===== src/rtl/pic_host_pkg.sv =====
// pic_host_pkg: state/step encodings, EOI word and ICW bit positions shared by
// the PIC host sequencer and its bench.
`default_nettype none

package pic_host_pkg;

  typedef enum logic [3:0] {
    ST_IDLE      = 4'd0,
    ST_WR_SETUP  = 4'd1,
    ST_WR_STROBE = 4'd2,
    ST_WR_GAP    = 4'd3,
    ST_ACK1      = 4'd4,
    ST_ACK_GAP   = 4'd5,
    ST_ACK2      = 4'd6,
    ST_VEC       = 4'd7
  } state_t;

  typedef enum logic [2:0] {
    STEP_ICW1 = 3'd0,
    STEP_ICW2 = 3'd1,
    STEP_ICW3 = 3'd2,
    STEP_ICW4 = 3'd3,
    STEP_OCW1 = 3'd4,
    STEP_EOI  = 3'd5
  } step_t;

  localparam logic [7:0] c_EOI_WORD  = 8'h20;
  localparam int         c_ICW1_IC4  = 0;
  localparam int         c_ICW1_SNGL = 1;
  localparam int         c_ICW4_AEOI = 1;

  // Next init word after the current one; ICW3 only in cascade, ICW4 only if IC4.
  function automatic step_t next_init_step(input step_t step, input logic [1:0] icw1_lo);
    step_t nxt;
    nxt = STEP_OCW1;
    case (step)
      STEP_ICW1: nxt = STEP_ICW2;
      STEP_ICW2: nxt = !icw1_lo[c_ICW1_SNGL] ? STEP_ICW3 :
                       (icw1_lo[c_ICW1_IC4] ? STEP_ICW4 : STEP_OCW1);
      STEP_ICW3: nxt = icw1_lo[c_ICW1_IC4] ? STEP_ICW4 : STEP_OCW1;
      default:   nxt = STEP_OCW1;
    endcase
    return nxt;
  endfunction

endpackage

`default_nettype wire


===== src/rtl/pic_strobe_timer.sv =====
// pic_strobe_timer: loadable 4-bit down-counter; a phase loaded with N-1
// reports done on its N-th cycle.
`default_nettype none

module pic_strobe_timer (
  input  logic       i_clk,
  input  logic       i_reset,
  input  logic       i_load,
  input  logic [3:0] i_load_val,
  output logic       o_done
);

  logic [3:0] r_cnt;

  always_ff @(posedge i_clk or posedge i_reset) begin
    if (i_reset) begin
      r_cnt <= 4'd0;
    end else if (i_load) begin
      r_cnt <= i_load_val;
    end else if (r_cnt != 4'd0) begin
      r_cnt <= r_cnt - 4'd1;
    end
  end

  assign o_done = (r_cnt == 4'd0);

endmodule

`default_nettype wire


===== src/rtl/pic_host_sequencer.sv =====
// pic_host_sequencer: drives 8259 init writes and the INTA vector fetch.
// Optional automatic EOI after each vector: define PIC_HOST_AUTO_EOI_EN.
`default_nettype none

module pic_host_sequencer
  import pic_host_pkg::*;
#(
  parameter int unsigned STROBE_CYCLES = 2,
  parameter int unsigned GAP_CYCLES    = 1
) (
  input  logic       i_clk,
  input  logic       i_reset,
  input  logic       i_start,
  input  logic [7:0] i_icw1,
  input  logic [7:0] i_icw2,
  input  logic [7:0] i_icw3,
  input  logic [7:0] i_icw4,
  input  logic [7:0] i_ocw1,
  input  logic       i_int,
  input  logic [7:0] i_data_in,
  output logic [7:0] o_data_out,
  output logic       o_data_oe,
  output logic       o_a0,
  output logic       o_wr_n,
  output logic       o_rd_n,
  output logic       o_inta_n,
  output logic [7:0] o_vector,
  output logic       o_vector_valid,
  output logic       o_busy,
  output logic       o_init_done
);

  localparam logic [3:0] c_STROBE_LD = 4'(STROBE_CYCLES - 1);
  localparam logic [3:0] c_GAP_LD    = 4'(GAP_CYCLES - 1);

  state_t     r_state, w_state_nxt;
  step_t      r_step, w_step_nxt;
  logic [7:0] r_icw1, r_icw2, r_icw3, r_icw4, r_ocw1;
  logic [7:0] r_vector;
  logic       r_init_done;
  logic       w_latch, w_capture, w_set_done;
  logic       w_tmr_load, w_tmr_done;
  logic [3:0] w_tmr_val;
  logic [7:0] w_word;

  pic_strobe_timer u_timer (
    .i_clk      (i_clk),
    .i_reset    (i_reset),
    .i_load     (w_tmr_load),
    .i_load_val (w_tmr_val),
    .o_done     (w_tmr_done)
  );

  always_ff @(posedge i_clk or posedge i_reset) begin
    if (i_reset) begin
      r_state <= ST_IDLE;
      r_step  <= STEP_ICW1;
    end else begin
      r_state <= w_state_nxt;
      r_step  <= w_step_nxt;
    end
  end

  always_comb begin
    w_state_nxt = r_state;
    w_step_nxt  = r_step;
    w_latch     = 1'b0;
    w_capture   = 1'b0;
    w_set_done  = 1'b0;
    w_tmr_load  = 1'b0;
    w_tmr_val   = c_STROBE_LD;
    case (r_state)
      ST_IDLE: begin
        // START has priority over a pending interrupt and forces re-init.
        if (i_start) begin
          w_latch     = 1'b1;
          w_step_nxt  = STEP_ICW1;
          w_state_nxt = ST_WR_SETUP;
        end else if (r_init_done && i_int) begin
          w_tmr_load  = 1'b1;
          w_state_nxt = ST_ACK1;
        end
      end
      ST_WR_SETUP: begin
        w_tmr_load  = 1'b1;
        w_state_nxt = ST_WR_STROBE;
      end
      ST_WR_STROBE: begin
        if (w_tmr_done) begin
          w_tmr_load  = 1'b1;
          w_tmr_val   = c_GAP_LD;
          w_state_nxt = ST_WR_GAP;
        end
      end
      ST_WR_GAP: begin
        if (w_tmr_done) begin
          if (r_step == STEP_OCW1) begin
            w_set_done  = 1'b1;
            w_state_nxt = ST_IDLE;
`ifdef PIC_HOST_AUTO_EOI_EN
          end else if (r_step == STEP_EOI) begin
            w_state_nxt = ST_IDLE;
`endif
          end else begin
            w_step_nxt  = next_init_step(r_step, r_icw1[1:0]);
            w_state_nxt = ST_WR_SETUP;
          end
        end
      end
      ST_ACK1: begin
        if (w_tmr_done) begin
          w_tmr_load  = 1'b1;
          w_tmr_val   = c_GAP_LD;
          w_state_nxt = ST_ACK_GAP;
        end
      end
      ST_ACK_GAP: begin
        if (w_tmr_done) begin
          w_tmr_load  = 1'b1;
          w_state_nxt = ST_ACK2;
        end
      end
      ST_ACK2: begin
        if (w_tmr_done) begin
          w_capture   = 1'b1;
          w_state_nxt = ST_VEC;
        end
      end
      ST_VEC: begin
        w_state_nxt = ST_IDLE;
`ifdef PIC_HOST_AUTO_EOI_EN
        if (r_icw1[c_ICW1_IC4] && !r_icw4[c_ICW4_AEOI]) begin
          w_step_nxt  = STEP_EOI;
          w_state_nxt = ST_WR_SETUP;
        end
`endif
      end
      default: w_state_nxt = ST_IDLE;
    endcase
  end

  always_ff @(posedge i_clk or posedge i_reset) begin
    if (i_reset) begin
      r_icw1      <= 8'h00;
      r_icw2      <= 8'h00;
      r_icw3      <= 8'h00;
      r_icw4      <= 8'h00;
      r_ocw1      <= 8'h00;
      r_vector    <= 8'h00;
      r_init_done <= 1'b0;
    end else begin
      if (w_latch) begin
        r_icw1      <= i_icw1;
        r_icw2      <= i_icw2;
        r_icw3      <= i_icw3;
        r_icw4      <= i_icw4;
        r_ocw1      <= i_ocw1;
        r_init_done <= 1'b0;
      end else if (w_set_done) begin
        r_init_done <= 1'b1;
      end
      if (w_capture) begin
        r_vector <= i_data_in;
      end
    end
  end

  always_comb begin
    w_word = 8'h00;
    case (r_step)
      STEP_ICW1: w_word = r_icw1;
      STEP_ICW2: w_word = r_icw2;
      STEP_ICW3: w_word = r_icw3;
      STEP_ICW4: w_word = r_icw4;
      STEP_OCW1: w_word = r_ocw1;
`ifdef PIC_HOST_AUTO_EOI_EN
      STEP_EOI:  w_word = c_EOI_WORD;
`endif
      default:   w_word = 8'h00;
    endcase
  end

  assign o_data_oe      = (r_state == ST_WR_SETUP) || (r_state == ST_WR_STROBE);
  assign o_data_out     = o_data_oe ? w_word : 8'h00;
  assign o_a0           = ((r_state == ST_WR_SETUP) || (r_state == ST_WR_STROBE) ||
                           (r_state == ST_WR_GAP)) &&
                          (r_step != STEP_ICW1) && (r_step != STEP_EOI);
  assign o_wr_n         = (r_state != ST_WR_STROBE);
  assign o_inta_n       = (r_state != ST_ACK1) && (r_state != ST_ACK2);
  assign o_rd_n         = (r_state != ST_ACK2);
  assign o_vector       = r_vector;
  assign o_vector_valid = (r_state == ST_VEC);
  assign o_busy         = (r_state != ST_IDLE);
  assign o_init_done    = r_init_done;

endmodule

`default_nettype wire


===== config.mk =====
export PLATFORM = sky130hd
export DESIGN_NAME = pic_host_sequencer
export DESIGN_NICKNAME = d
export VERILOG_FILES = /design/src/rtl/pic_host_pkg.sv /design/src/rtl/pic_strobe_timer.sv /design/src/rtl/pic_host_sequencer.sv
export SDC_FILE = /design/constraint.sdc
export NUM_CORES = 1
export LEC_CHECK = 0
export ABC_AREA = 1
export ABC_CLOCK_PERIOD_IN_PS = 2600
export CORE_MARGIN = 2
export CORE_UTILIZATION = 51
export CTS_BUF_LIST = sky130_fd_sc_hd__clkbuf_4 sky130_fd_sc_hd__clkbuf_8
export DETAILED_ROUTE_END_ITERATION = 10
export GPL_ROUTABILITY_DRIVEN = 0
export PLACE_DENSITY = 0.83
export SLEW_MARGIN = 10
export SYNTH_ARGS = -nofsm -noshare
export SYNTH_HDL_FRONTEND = slang
export SYNTH_HIERARCHICAL = 1
export SYNTH_SLANG_ARGS = --single-unit

===== constraint.sdc =====
create_clock -name i_clk -period 2.6 [get_ports i_clk]
set_clock_uncertainty 0.1 [all_clocks]
set_input_delay 0.78 -clock i_clk [delete_from_list [all_inputs] [get_ports i_clk]]
set_output_delay 0.78 -clock i_clk [all_outputs]
set_load 0.01 [all_outputs]

==> results of run 1 <==
==> state kept, by name, indices dropped and copies added, names as in the netlist <==
| register | cells |
|---|---|
| o_vector | 8 |
| r_icw1 | 8 |
| r_icw2 | 8 |
| r_icw3 | 8 |
| r_icw4 | 8 |
| r_ocw1 | 8 |
| u_timer/r_cnt | 4 |
| r_state | 3 |
| r_step | 3 |
| o_init_done | 1 |
==> layout make-up <==
type                            count  area, um2
Clock buffer                       10        138
Clock inverter                      5       77.6
Fill cell                         400       1250
Inverter                           36        140
Multi-Input combinational cell    310       1430
Sequential cell                    59       1480
Tap cell                           72       90.1
Timing Repair Buffer              108        998
Timing Repair inverter              1       7.51
==> through the flow <==
step                      hold slack [ns]  setup TNS, ns  util (%)  power [mW]  cell area (um2)
after global placement              0.355        -0.0745      70.1        3.74             3930
after global routing                0.390         -0.815      77.7        5.42             4360
after floorplan                     0.349              0         -        2.94             3020
after detailed placement            0.359         -0.632      70.1        3.82             3930
after CTS                           0.375              0      75.4        4.85             4230
final                               0.373         -0.513      77.7        5.08             4360
==> layer usage <==
metal  track usage [%]  up-vias  wire length, um
met3              6.00       52              680
met2              49.8      203             4730
li1                  -     1496                -
met5                 0        -                0
met4              17.6        0              385
met1              33.1     1512             3430
==> cell families (layout without fill, tap and decap cells) <==
group	count (synthesis)	count (layout)	synth area share, %
AO/OA/AOI/OAI	26	26	4.33
other	1	3	0.125
buffers and inverters	48	160	6.99
flip-flops	59	59	49.1
adder cells (fa/ha/maj)	1	1	0.416
AND/OR/NAND/NOR	278	279	38.8
XOR/XNOR	1	1	0.291
==> what timing repair did <==
item | in CTS | in global routing
endpoints found under the setup margin | 11 | 12
hold buffers | 0 | 0
gates resized for setup | 45 | 36
pin swaps | 3 | 14
setup buffers | 13 | 2
gates cloned | 0 | 2
==> where the power goes <==
group | switching (mW) | internal [mW] | leakage, nW
Sequential | 0.315 | 1.34 | 0.718
Clock | 0.375 | 0.557 | 0.108
Combinational | 1.44 | 1.04 | 1.42
==> layout by cell type (no fill, tap or decap), types with 2 or more instances in the layout <==
cell             synthesis  routed
clkinv_2                 0       2
clkdlybuf4s50_1          0      61
nand4_1                  2       2
clkinvlp_4               0       2
nand3_1                 25      20
o21ai_1                 11      15
nor2_2                   4       7
nand2_1                204     193
dlygate4sd2_1            0       2
bufinv_16                0       2
buf_12                   0       2
inv_2                   11      10
inv_1                   24      23
buf_4                    7      27
a21oi_1                  5       5
dlymetal6s2s_1           0       3
buf_6                    0       4
buf_2                    3       8
o21ai_0                 10       5
inv_4                    0       2
nand2_4                  0       3
nor2_1                  30      27
dfrtp_1                 59      56
dfrtp_2                  0       3
clkbuf_8                 0      10
nand3_2                  2       7
nand2_2                  2      10
nor2_4                   5       6
conb_1                   1       3
==> path summary, 6_finish.rpt <==
| kind | startpoint | end | slack (ns) | cells after the start |
|---|---|---|---|---|
| max in group asynchronous | i_reset | r_step[0] | 1.14 | 3 |
| min in group asynchronous | i_reset | u_timer/r_cnt[1] | 0.57 | 2 |
| hold / removal | o_vector[7] | o_vector[7] | 0.37 | 2 |
| setup reg to reg | u_timer/r_cnt[0] | u_timer/r_cnt[0] | 0.54 | 12 |
| setup / recovery | r_step[0] | o_data_out[1] | -0.13 | 8 |
| hold reg to reg | o_vector[7] | o_vector[7] | 0.37 | 2 |
==> worst register-to-register path: stages, from the launching register on <==
cell	delay [ns]
dfrtp_1	0.40
inv_1	0.11
ha_1	0.21
nand2_2	0.10
inv_1	0.11
inv_1	0.08
a21oi_1	0.13
nand3_1	0.12
nand3_1	0.29
nand2_1	0.10
o21ai_0	0.11
nand2_1	0.08
nand2_1	0.06
==> run metrics, run 1 <==
IO Port Bufs 75; chip height 80.8 um; Root Driver clkbuf_8; Netlist cell types 25; CTS buffer count 9; leak pwr 2.24 nW; Place WS -0.0969 ns; count leader, synth nand2_1; # placed instances 569; main area contributors after synthesis dfrtp_1, nand2_1, nand3_1; CP Launch Type flop; cell family with most CP delay simple AND/OR/NAND/NOR gates; Final min period 2.73 ns; worst-path cell with the longest stage delay dfrtp_2; most common library cells after synthesis nand2_1, dfrtp_1, nor2_1, nand3_1, inv_1; drt total wl 9230 um; first-pass GRT wire length 14100 um; drt first pass iters 5; Skew-Pair Late Insertion Delay 0.34 ns; Crit path required time 1.72 ns; vias in the first global route 3143; Buf+Inv Stages, Crit Path 2; # diodes 0; Clock Path Buffers 2; Post-synth ARST share 100%; crit-path max FO 6; 1st-iter DRT viols approximately 340; Residual DRC 0; Top Ports 76; CTS H-tree depth 3; via count 3263; die span in x 80.8 um; gr usage total 28.9%; routed wire length per instance between 15 and 20 um; Worst IR Drop VDD 0.676 mV; ratio of cells with drive above 1 in the final layout around a fifth; Post-DP HPWL 5660 um; synthesized area per cell around 7.3 um2; critical setup path kind flop to output port; Synth Cell Area 3010 um2; CTS tree built; initial antenna violation count 0; max frequency 0.367 GHz; Min-Delay Path Class flop to flop; Post-synth EDFFs 0; largest net degree at the start of global routing 38; DR vias/cell 5.43; top cell type by total area after synthesis dfrtp_1; top-area cell type share of the netlist area roughly half; Starting Density 53.6%; unrepaired setup endpoints after global routing true; CORE AREA between 5000 and 6000 um2; grt ovf 0; fin crit share 105%; CTS clk-pin slew, worst paths 0.07 ns; post-synthesis sequential area ratio 49.1%; Final Hold Vio Count 0; Arrival @ worst endpoint 1.85 ns; Power Density around 1200 nW/um2; slowest stage delay, CP 0.50 ns; final worst slack -0.128 ns; number of synthesized register bits 59; antenna viol nets, final 0; most frequent CP cell nor2_1; Post-synth top flop dfrtp_1; Area Overhead vs Synth 44.8%; row cnt 27; clock tree sinks 59; outcome finished, violations left; Nets about 580; Finished Layout Cells 601; Synthesis Warnings 6; setup violators final 8; Worst Setup End Kind output port; Die Area between 6000 and 7000 um2; crit-path cells inv_1 > nand2_2 > nor2_4 > nand2_1 > o21ai_1 > nor2_1 > nor2_1 > buf_2; Max Cap Viol 0; Syn Inst Count 414; Final Max Tran Viols 0; failing checks negative setup slack
Note: power is estimated with default switching activity, not from simulation.
==> run 2: changes to the inputs <==
==> constraint.sdc (replaced) <==
create_clock -name i_clk -period 2.6 [get_ports i_clk]
set_clock_uncertainty 0.1 [all_clocks]
set_input_delay 0.52 -clock i_clk [delete_from_list [all_inputs] [get_ports i_clk]]
set_output_delay 0.52 -clock i_clk [all_outputs]
set_load 0.01 [all_outputs]
==> run 2 against run 1 <==
  * The flow now finishes without violations
  * Clock power down 8.8%
  * First-iteration DRC count fell by 3.9%
  * Power is 5.5% lower
  * Final cell count decreased by 2.0%
  * Highest routed layer unchanged
  * Design area decreased by 3.3%
  * Global-route usage decreased by 0.18 points
  * Combinational power decreased by 8%
  * Non-clock buffer count down 15
  * Die area unchanged
  * Register-to-register slack better by 0.08 ns
  * Sequential cell count unchanged
  * Critical path type unchanged
==> run metrics, run 2 (synthesis gave the netlist of run 1 again) <==
Final Max Tran Viols 0; antenna viol nets, final 0; Starting Density between 50% and 60%; multi-input logic area 1390 um2; Crit path required time slightly below 2 ns; Worst IR Drop VDD around 0.68 mV; chip height 80.8 um; Max Cap Viol 0; Clock Path Buffers 2; routed wire length per instance around 15 um; vias in the first global route 3107; Final Hold Vio Count 0; Fillers 409; initial antenna violation count 0; critical setup path kind flop to output port; commonest non-fill, non-tap cell in the layout nand2_1; Final min period 2.53 ns; clock tree sinks 59; first-pass GRT wire length 14000 um; CP Launch Type flop; setup violators final 0; Root Driver clkbuf_8; setup_tns 0 ns; drt first pass iters 8; Residual DRC 0; cts hold-fix bufs 0; r2r endpoint u_timer/r_cnt[1]; ratio of cells with drive above 1 in the final layout around 15%; Die Area 6530 um2; highest-count cells in the layout ignoring fill and taps nand2_1, clkdlybuf4s50_1, dfrtp_1; WHS 0.335 ns; Skew-Pair Late Insertion Delay about 0.33 ns; outcome completed; Min-Delay Path Class input port to asynchronous set/reset pin; fin crit share 97.5%; Area Overhead vs Synth 40.1%; CTS H-tree depth 3; R2R Setup Slk 0.62 ns; Storage cell area 1480 um2; row cnt 27; DR vias/cell 5.27; # placed instances between 500 and 600; drt total wl 8660 um; Finished Layout Cells 589; Nets 565; Worst Setup End Kind output port; Power Density 1140 nW/um2; # diodes 0; Worst R2R Start u_timer/r_cnt[0]; largest net degree at the start of global routing 56; grt ovf 0; CORE AREA 5610 um2; IO Port Bufs between 70 and 80; CTS buffer count 9; Arrival @ worst endpoint 1.91 ns; CTS clk-pin slew, worst paths 0.06 ns; via count 3105; unrepaired setup endpoints after global routing false; leak pwr 2.12 nW; 1st-iter DRT viols 322; gr usage total 28.7%; Post-DP HPWL 5390 um; die span in x 80.8 um; CTS tree built; Top Ports 76; max frequency a little under 0.4 GHz; R2R depth 11; crit-path max FO 5
[run 2: worst max path at each step]
| stage | end | startpoint | depth (start not counted) |
|---|---|---|---|
| after floorplan | o_init_done | i_reset | 1 |
| after global routing | o_data_out[7] | r_step[1] | 9 |
| after global placement | o_data_out[0] | r_step[0] | 7 |
| after detailed placement | o_data_out[4] | r_step[2] | 6 |
| final | o_data_out[3] | r_step[1] | 10 |
| after CTS | o_data_out[3] | r_step[1] | 10 |
[run 2: per-layer routing]
layer,GRT usage [%],part of all wire [%],up-vias
li1,-,-,1470
met1,34.1,39,1415
met2,48.9,49,182
met3,5.44,8.4,38
met4,16.6,3.4,0
met5,0,0,-
[run 2: power breakdown]
part | leakage [nW] | switching (mW) | total, mW | internal (mW)
Sequential | 0.717 | 0.302 | 1.65 | 1.35
Combinational | 1.30 | 1.37 | 2.30 | 0.933
Clock | 0.108 | 0.340 | 0.850 | 0.511
Total | 2.12 | 2.01 | 4.80 | 2.79
[run 2: layout make-up]
type | count | area share (%)
Clock buffer | 14 | 3.98
Clock inverter | 2 | 0.832
Inverter | 36 | 3.39
Multi-Input combinational cell | 312 | 33.0
Sequential cell | 59 | 35.2
Tap cell | 72 | 2.14
Timing Repair Buffer | 93 | 21.3
Timing Repair inverter | 1 | 0.178
[run 2: repair_timing]
action / 4_1_cts / 5_1_grt
setup buffers: 14 / 0
resized for setup: 27 / 5
gates cloned: 4 / 0
pin swaps: 5 / 1
endpoints found under the setup margin: 10 / 4
[run 2: worst max-delay path, stage by stage (launching register included)]
cell and delay [ns]:
dfrtp_2 0.45, inv_4 0.11, nand2_2 0.13, nor2_4 0.18
buf_4 0.15, buf_4 0.11, nand2_1 0.05, nand3_1 0.08
nor2_1 0.05, nor2_1 0.11, clkbuf_2 0.16
[run 2: metrics by stage]
| stage | instance area (um2) | total power, mW | setup WS, ns | utilization (%) |
|---|---|---|---|---|
| 6_report | 4210 | 4.80 | 0.0656 | 75.1 |
| 4_1_cts | 4210 | 4.75 | 0.00284 | 75.1 |
| 3_5_place_dp | 3840 | 3.73 | 0.0732 | 68.4 |
| 5_1_grt | 4210 | 5.14 | 0.00319 | 75.1 |
| 2_1_floorplan | 3020 | 2.94 | 0.637 | - |
| 3_3_place_gp | 3840 | 3.64 | 0.135 | 68.4 |
